==> src/rtl/crc_mem_pkg.sv <==
// Shared types, CRC-32 constants and the bit-serial word update for crc_mem_reader.
// The WRITE state exists only when CRC_MEM_READER_WRITEBACK_EN is defined.
package crc_mem_pkg;

  localparam logic [31:0] CRC32_POLY   = 32'hEDB8_8320;
  localparam logic [31:0] CRC32_INIT   = 32'hFFFF_FFFF;
  localparam logic [31:0] CRC32_XOROUT = 32'hFFFF_FFFF;

  typedef enum logic [2:0] {
    IDLE      = 3'd0,
    READ      = 3'd1,
    WAIT_DATA = 3'd2,
`ifdef CRC_MEM_READER_WRITEBACK_EN
    WRITE     = 3'd3,
`endif
    DONE      = 3'd4
  } state_e;

  // Reflected CRC-32: bit 0 of the word is consumed first, which walks the
  // bytes in order [7:0], [15:8], [23:16], [31:24], each LSB first.
  function automatic logic [31:0] crc32_word(input logic [31:0] crc,
                                             input logic [31:0] data);
    logic [31:0] c;
    c = crc;
    for (int i = 0; i < 32; i++) begin
      if (c[0] ^ data[i]) c = (c >> 1) ^ CRC32_POLY;
      else                c = c >> 1;
    end
    return c;
  endfunction

endpackage

==> src/rtl/crc32_word_update.sv <==
// Combinational CRC-32 update of a running CRC with one full 32-bit word.
module crc32_word_update
  import crc_mem_pkg::*;
(
  input  logic [31:0] crc_in,
  input  logic [31:0] data_in,
  output logic [31:0] crc_out
);

  assign crc_out = crc32_word(crc_in, data_in);

endmodule

==> src/rtl/crc_mem_reader.sv <==
// Avalon-MM master that reads num_words words from base_addr and computes CRC-32.
// Optional CRC write-back to result_addr is enabled by CRC_MEM_READER_WRITEBACK_EN.
module crc_mem_reader
  import crc_mem_pkg::*;
#(
  parameter int ADDR_W = 12,
  parameter int DATA_W = 32
) (
  input  logic              clk,
  input  logic              reset_n,
  input  logic              start,
  input  logic [ADDR_W-1:0] base_addr,
  input  logic [ADDR_W:0]   num_words,
  input  logic [ADDR_W-1:0] result_addr,
  output logic              busy,
  output logic              done,
  output logic [31:0]       crc_out,
  output logic [ADDR_W-1:0] avm_address,
  output logic              avm_read,
  output logic              avm_write,
  output logic [31:0]       avm_writedata,
  output logic [3:0]        avm_byteenable,
  input  logic [DATA_W-1:0] avm_readdata,
  input  logic              avm_waitrequest,
  output logic [2:0]        dbg_state
);

  // Avalon handshake: a read or write command is held stable while
  // avm_waitrequest is 1 and is taken on the first edge where it is 0;
  // read data arrives exactly one cycle after the read is taken.

  state_e              state_q, state_d;
  logic [ADDR_W-1:0]   base_q, base_d;
  logic [ADDR_W:0]     num_q, num_d;
  logic [ADDR_W:0]     count_q, count_d;
  logic [31:0]         crc_q, crc_d;
  logic [31:0]         crc_out_q, crc_out_d;
  logic                done_q, done_d;
  logic [31:0]         crc_next;
  logic [ADDR_W:0]     count_inc;

`ifdef CRC_MEM_READER_WRITEBACK_EN
  logic [ADDR_W-1:0]   raddr_q, raddr_d;
`else
  logic                unused_result_addr;
  assign unused_result_addr = ^result_addr;
`endif

  crc32_word_update u_crc (
    .crc_in  (crc_q),
    .data_in (avm_readdata[31:0]),
    .crc_out (crc_next)
  );

  assign count_inc = count_q + (ADDR_W+1)'(1);

  always_comb begin
    state_d        = state_q;
    base_d         = base_q;
    num_d          = num_q;
    count_d        = count_q;
    crc_d          = crc_q;
    crc_out_d      = crc_out_q;
    done_d         = 1'b0;
`ifdef CRC_MEM_READER_WRITEBACK_EN
    raddr_d        = raddr_q;
`endif
    avm_read       = 1'b0;
    avm_write      = 1'b0;
    avm_address    = '0;
    avm_writedata  = '0;
    avm_byteenable = 4'h0;

    case (state_q)
      IDLE: begin
        if (start) begin
          base_d  = base_addr;
          num_d   = num_words;
`ifdef CRC_MEM_READER_WRITEBACK_EN
          raddr_d = result_addr;
`endif
          crc_d   = CRC32_INIT;
          count_d = '0;
          state_d = (num_words == '0) ? DONE : READ;
        end
      end
      READ: begin
        avm_read       = 1'b1;
        avm_byteenable = 4'hF;
        // Natural truncation gives the modulo-2^ADDR_W address wrap.
        avm_address    = base_q + count_q[ADDR_W-1:0];
        if (!avm_waitrequest) state_d = WAIT_DATA;
      end
      WAIT_DATA: begin
        crc_d   = crc_next;
        count_d = count_inc;
        if (count_inc < num_q) state_d = READ;
`ifdef CRC_MEM_READER_WRITEBACK_EN
        else                   state_d = WRITE;
`else
        else                   state_d = DONE;
`endif
      end
`ifdef CRC_MEM_READER_WRITEBACK_EN
      WRITE: begin
        avm_write      = 1'b1;
        avm_byteenable = 4'hF;
        avm_address    = raddr_q;
        avm_writedata  = crc_q ^ CRC32_XOROUT;
        if (!avm_waitrequest) state_d = DONE;
      end
`endif
      DONE: begin
        crc_out_d = crc_q ^ CRC32_XOROUT;
        done_d    = 1'b1;
        state_d   = IDLE;
      end
      default: state_d = IDLE;
    endcase
  end

  always_ff @(posedge clk) begin
    if (!reset_n) begin
      state_q   <= IDLE;
      base_q    <= '0;
      num_q     <= '0;
      count_q   <= '0;
      crc_q     <= CRC32_INIT;
      crc_out_q <= '0;
      done_q    <= 1'b0;
`ifdef CRC_MEM_READER_WRITEBACK_EN
      raddr_q   <= '0;
`endif
    end else begin
      state_q   <= state_d;
      base_q    <= base_d;
      num_q     <= num_d;
      count_q   <= count_d;
      crc_q     <= crc_d;
      crc_out_q <= crc_out_d;
      done_q    <= done_d;
`ifdef CRC_MEM_READER_WRITEBACK_EN
      raddr_q   <= raddr_d;
`endif
    end
  end

  assign busy      = (state_q != IDLE);
  assign done      = done_q;
  assign crc_out   = crc_out_q;
  assign dbg_state = state_q;

endmodule

==> config.mk <==
export PLATFORM = sky130hd
export DESIGN_NAME = crc_mem_reader
export DESIGN_NICKNAME = d
export VERILOG_FILES = /design/src/rtl/crc_mem_pkg.sv /design/src/rtl/crc32_word_update.sv /design/src/rtl/crc_mem_reader.sv
export SDC_FILE = /design/constraint.sdc
export NUM_CORES = 1
export LEC_CHECK = 0
export ABC_AREA = 1
export ABC_CLOCK_PERIOD_IN_PS = 8200
export BUFFER_PORTS_ARGS = -buffer_cell sky130_fd_sc_hd__buf_2
export CORE_MARGIN = 4
export CORE_UTILIZATION = 47
export DETAILED_ROUTE_END_ITERATION = 10
export PLACE_DENSITY = 0.77
export SETUP_SLACK_MARGIN = 0.4
export SLEW_MARGIN = 15
export SYNTH_ARGS = -nofsm -noshare
export SYNTH_HDL_FRONTEND = slang
export SYNTH_SLANG_ARGS = --single-unit
==> constraint.sdc <==
create_clock -name clk -period 8.2 [get_ports clk]
set_input_delay 1.64 -clock clk [delete_from_list [all_inputs] [get_ports clk]]
set_output_delay 1.64 -clock clk [all_outputs]
set_load 0.03 [all_outputs]
==> key figures <==
Routing
  • Iteration-0 DRC Markers: 777
  • Routed WL: 29.1 mm
  • Vias per cell: between 5 and 6
  • DRC: 0
  • DR WL/cell: 14.7 um
  • Routed via count: between 10000 and 15000
  • Pre-antenna DRT Iters: 5
  • DRT antenna net count: 0

Clock tree
  • CTS tree: yes
  • Clock root buffer: clkbuf_16
  • H-Tree Depth: 3
  • Clk buf depth: 2
  • Clk Latency, worst-skew pair: approximately 0.35 ns
  • Worst-path clk slew: 0.08 ns
  • CTS Sinks: roughly 110
  • Post-CTS Setup Bufs: 0
  • Post-CTS resize count: 0
  • CTS Buf Count: 9
  • Hold buffers post-CTS: 0

Timing
  • TNS Setup: 0 ns
  • Clock Skews: 0.00777 ns
  • Setup violations, final: 0
  • Final hold violations: 0
  • Tmin final: 4.68 ns
  • Slew margin rel.: 34.0%
  • Unrepaired setup endpoints after global routing: no
  • Peak Freq: 0.214 GHz
  • Fin. max-slew vios: 0
  • Fin crit share: 57.1%
  • Actual slew at the worst max-slew pin: 0.984 ns

Worst hold path
  • Worst hold path class: flip-flop to flip-flop

Placement
  • RePlAce Congestion: 0.974
  • DP HPWL: 23.2 mm
  • # port buffers: approximately 110

Run
  • Max_cap viols: 0

Yosys
  • Asr flop ratio synth: 0%
  • Complex-gate fraction of the synthesized area: between 10% and 20%
  • Post-synth top flop: dfxtp_1
  • Post-synthesis xor/xnor area fraction: 12.4%
  • Syn Inst Count: 1606
  • Area leader, netlist: nand2_1
  • Number of synthesized flops with an enable pin: 0
  • Synth Cell Area: 9990 sq um
  • Sequential fraction of the synthesis area: 21.2%
  • Synthesized flop and latch total: between 100 and 150
  • Proportion of synthesized area in mux cells: 0%
  • Yosys warning total: 0
  • Adder-cell share of the synthesized area: under 10%
  • Share of the synthesized area in the top cell type: 21.8%
  • Yosys cell types: 47
  • Synth top area cells: nand2_1, dfxtp_1, xor2_1
  • Simple-Gate Fraction of Synth Area: 42.0%
  • Largest family of logic cells by synthesized area: simple AND/OR/NAND/NOR gates
  • Avg Synthesized Cell Area: just over 6 sq um

Global route
  • First-pass GRT wire length: 45.8 mm
  • Largest net degree at the start of global routing: 65
  • Tot GR Track Use: 23.7%
  • Total gr overflow: 0
  • Vias in the first global route: slightly above 9000
  • Initial antenna violation count: 0

Critical path
  • Critical-path cell list: ha_1, fa_1, nand2_1, nand2_1, a21oi_1, nor2_1, o21ai_0, nand2_1, nand2_1, inv_1, nor2_1, nor2_1, nor2_1, nor2_1, o21ai_0, nand2_1, o21ai_0, a21oi_1, buf_2
  • R2r setup slk: 4.59 ns
  • Largest stage delay, worst path: 0.40 ns
  • Worst setup endpoint: avm_address[10]
  • FF-to-FF Start: crc_q[0]
  • Max stage delay cell, worst path: dfxtp_1
  • Crit path launch type: flip-flop
  • Worst reg2reg endpoint: crc_q[9]
  • Critical Path AT: slightly above 3 ns
  • CP required: 6.56 ns
  • Critical path class: flip-flop to output pin
  • Worst r2r path cells: 20
  • Crit path max fanout: 7
  • Kind of end point of the critical path: output pin
  • CP startpoint: count_q[0]

Finish
  • Filler instances: 2115
  • Synth-to-Final Area Change: 9.60%
  • Layout cell share with drive strength beyond 1: 17.8%
  • Antenna diodes: 0
  • Layout Nets: about 1800

Floorplan
  • Core Rows: 53
  • I/O pins: 160
  • Core box area: 21000 sq um
  • Die X-Extent: 154 um
  • Die area: 23700 sq um
  • DIE HEIGHT: between 150 and 200 um
  • Initial Utilization: 47.7%

Status
  • Status: complete, no violations
placed cells by master, fill, tap and decap left out, types with 4 or more instances in the layout:
master,n
nand4_1,7
buf_4,5
inv_2,29
ha_1,24
a21oi_1,113
conb_1,33
nand3_1,128
or2_2,4
inv_1,140
xnor2_1,27
buf_2,114
or2_1,6
nor3_1,7
o211ai_1,5
xor2_1,101
o21ai_1,7
nand2_2,67
dfxtp_1,106
nand2_1,580
nand2_4,34
o21ai_0,65
nand3b_1,5
nand3_2,16
clkbuf_16,9
nor2_1,29
layout make-up:
| cell class | count | area [sq um] | share of cell area (%) |
|---|---|---|---|
| inverters | 174 | 658 | 6.01 |
| clock inverters | 7 | 83.8 | 0.765 |
| multi-input cells | 1286 | 6910 | 63.1 |
| repair buffers | 119 | 608 | 5.55 |
| flip-flops and latches | 106 | 2120 | 19.4 |
| clock buffers | 9 | 225 | 2.06 |
| well taps | 275 | 344 | 3.14 |
cell families (layout without fill, tap and decap cells):
kind of cell             count (synthesis)  after routing
flip-flops                             106            106
AO/OA/AOI/OAI                          198            198
buffers and inverters                  246            309
adder cells (fa/ha/maj)                 25             25
AND/OR/NAND/NOR                        897            897
XOR/XNOR                               133            133
other                                    1             33
worst min path at each step:
stage,start,end,depth (start not counted)
after global routing,crc_q[16],crc_out[16],1
after detailed placement,num_q[10],num_q[10],2
final,num_q[10],num_q[10],2
after CTS,num_q[10],num_q[10],2
after floorplan,crc_q[16],crc_out[16],1
after global placement,crc_q[16],crc_out[16],1
worst max-delay path, delay by kind of cell (launching register included):
family	cells	cell delay, ns
AO/OA/AOI/OAI	5	0.72
adder cells (fa/ha/maj)	2	0.64
buffers and inverters	2	0.23
flip-flops	1	0.40
AND/OR/NAND/NOR	10	0.69
per-stage QoR:
stage          setup slack, ns  hold WS [ns]  cell area (sq um)  std cells  util [%]
2_1_floorplan             4.04         0.428              10100       1638         -
3_3_place_gp              3.30         0.445              10600       1960      50.8
3_5_place_dp              3.26         0.457              10600       1960      50.8
4_1_cts                   3.53         0.466              11000       1976      52.3
5_1_grt                   3.18         0.489              11000       1976      52.3
6_report                  3.52         0.466              11000       1976      52.3
flip-flops by register name, summed over array words and instances, names as in the netlist:
register and cells:
count_q 13, crc_out 32, num_q 13, dbg_state 3
done 1, base_q 12, crc_q 32
cells in the mapped netlist (2+ instances only):
master	number
o21bai_1	2
clkinv_1	2
nand3_2	16
nor4_1	3
ha_1	24
clkbuf_1	25
inv_2	29
nand4_1	7
o21ai_0	65
xnor2_1	27
buf_2	4
buf_6	2
inv_4	2
inv_1	141
or2_1	6
or2_2	4
nand2_1	580
xor2_1	101
xor2_2	2
xor2_4	3
o21ai_1	7
nand3b_1	5
nor2_2	2
buf_1	4
nand2_4	34
a21oi_1	113
nor2_4	2
nor2_1	30
nand3_1	128
dfxtp_1	106
nand2_2	67
o211ai_1	5
buf_4	37
nor3_1	8
metal layers:
layer,vias to the layer above,routed length [um],global-route usage [%]
met1,4551,12300,31.3
met3,58,2380,3.72
li1,5184,-,-
met4,0,968,7.32
met2,384,13500,39.8
met5,-,0,0
Power is left out: the tool's default activity adds up to more than one toggle a clock period on the data nets, which glitch-free logic cannot reach.
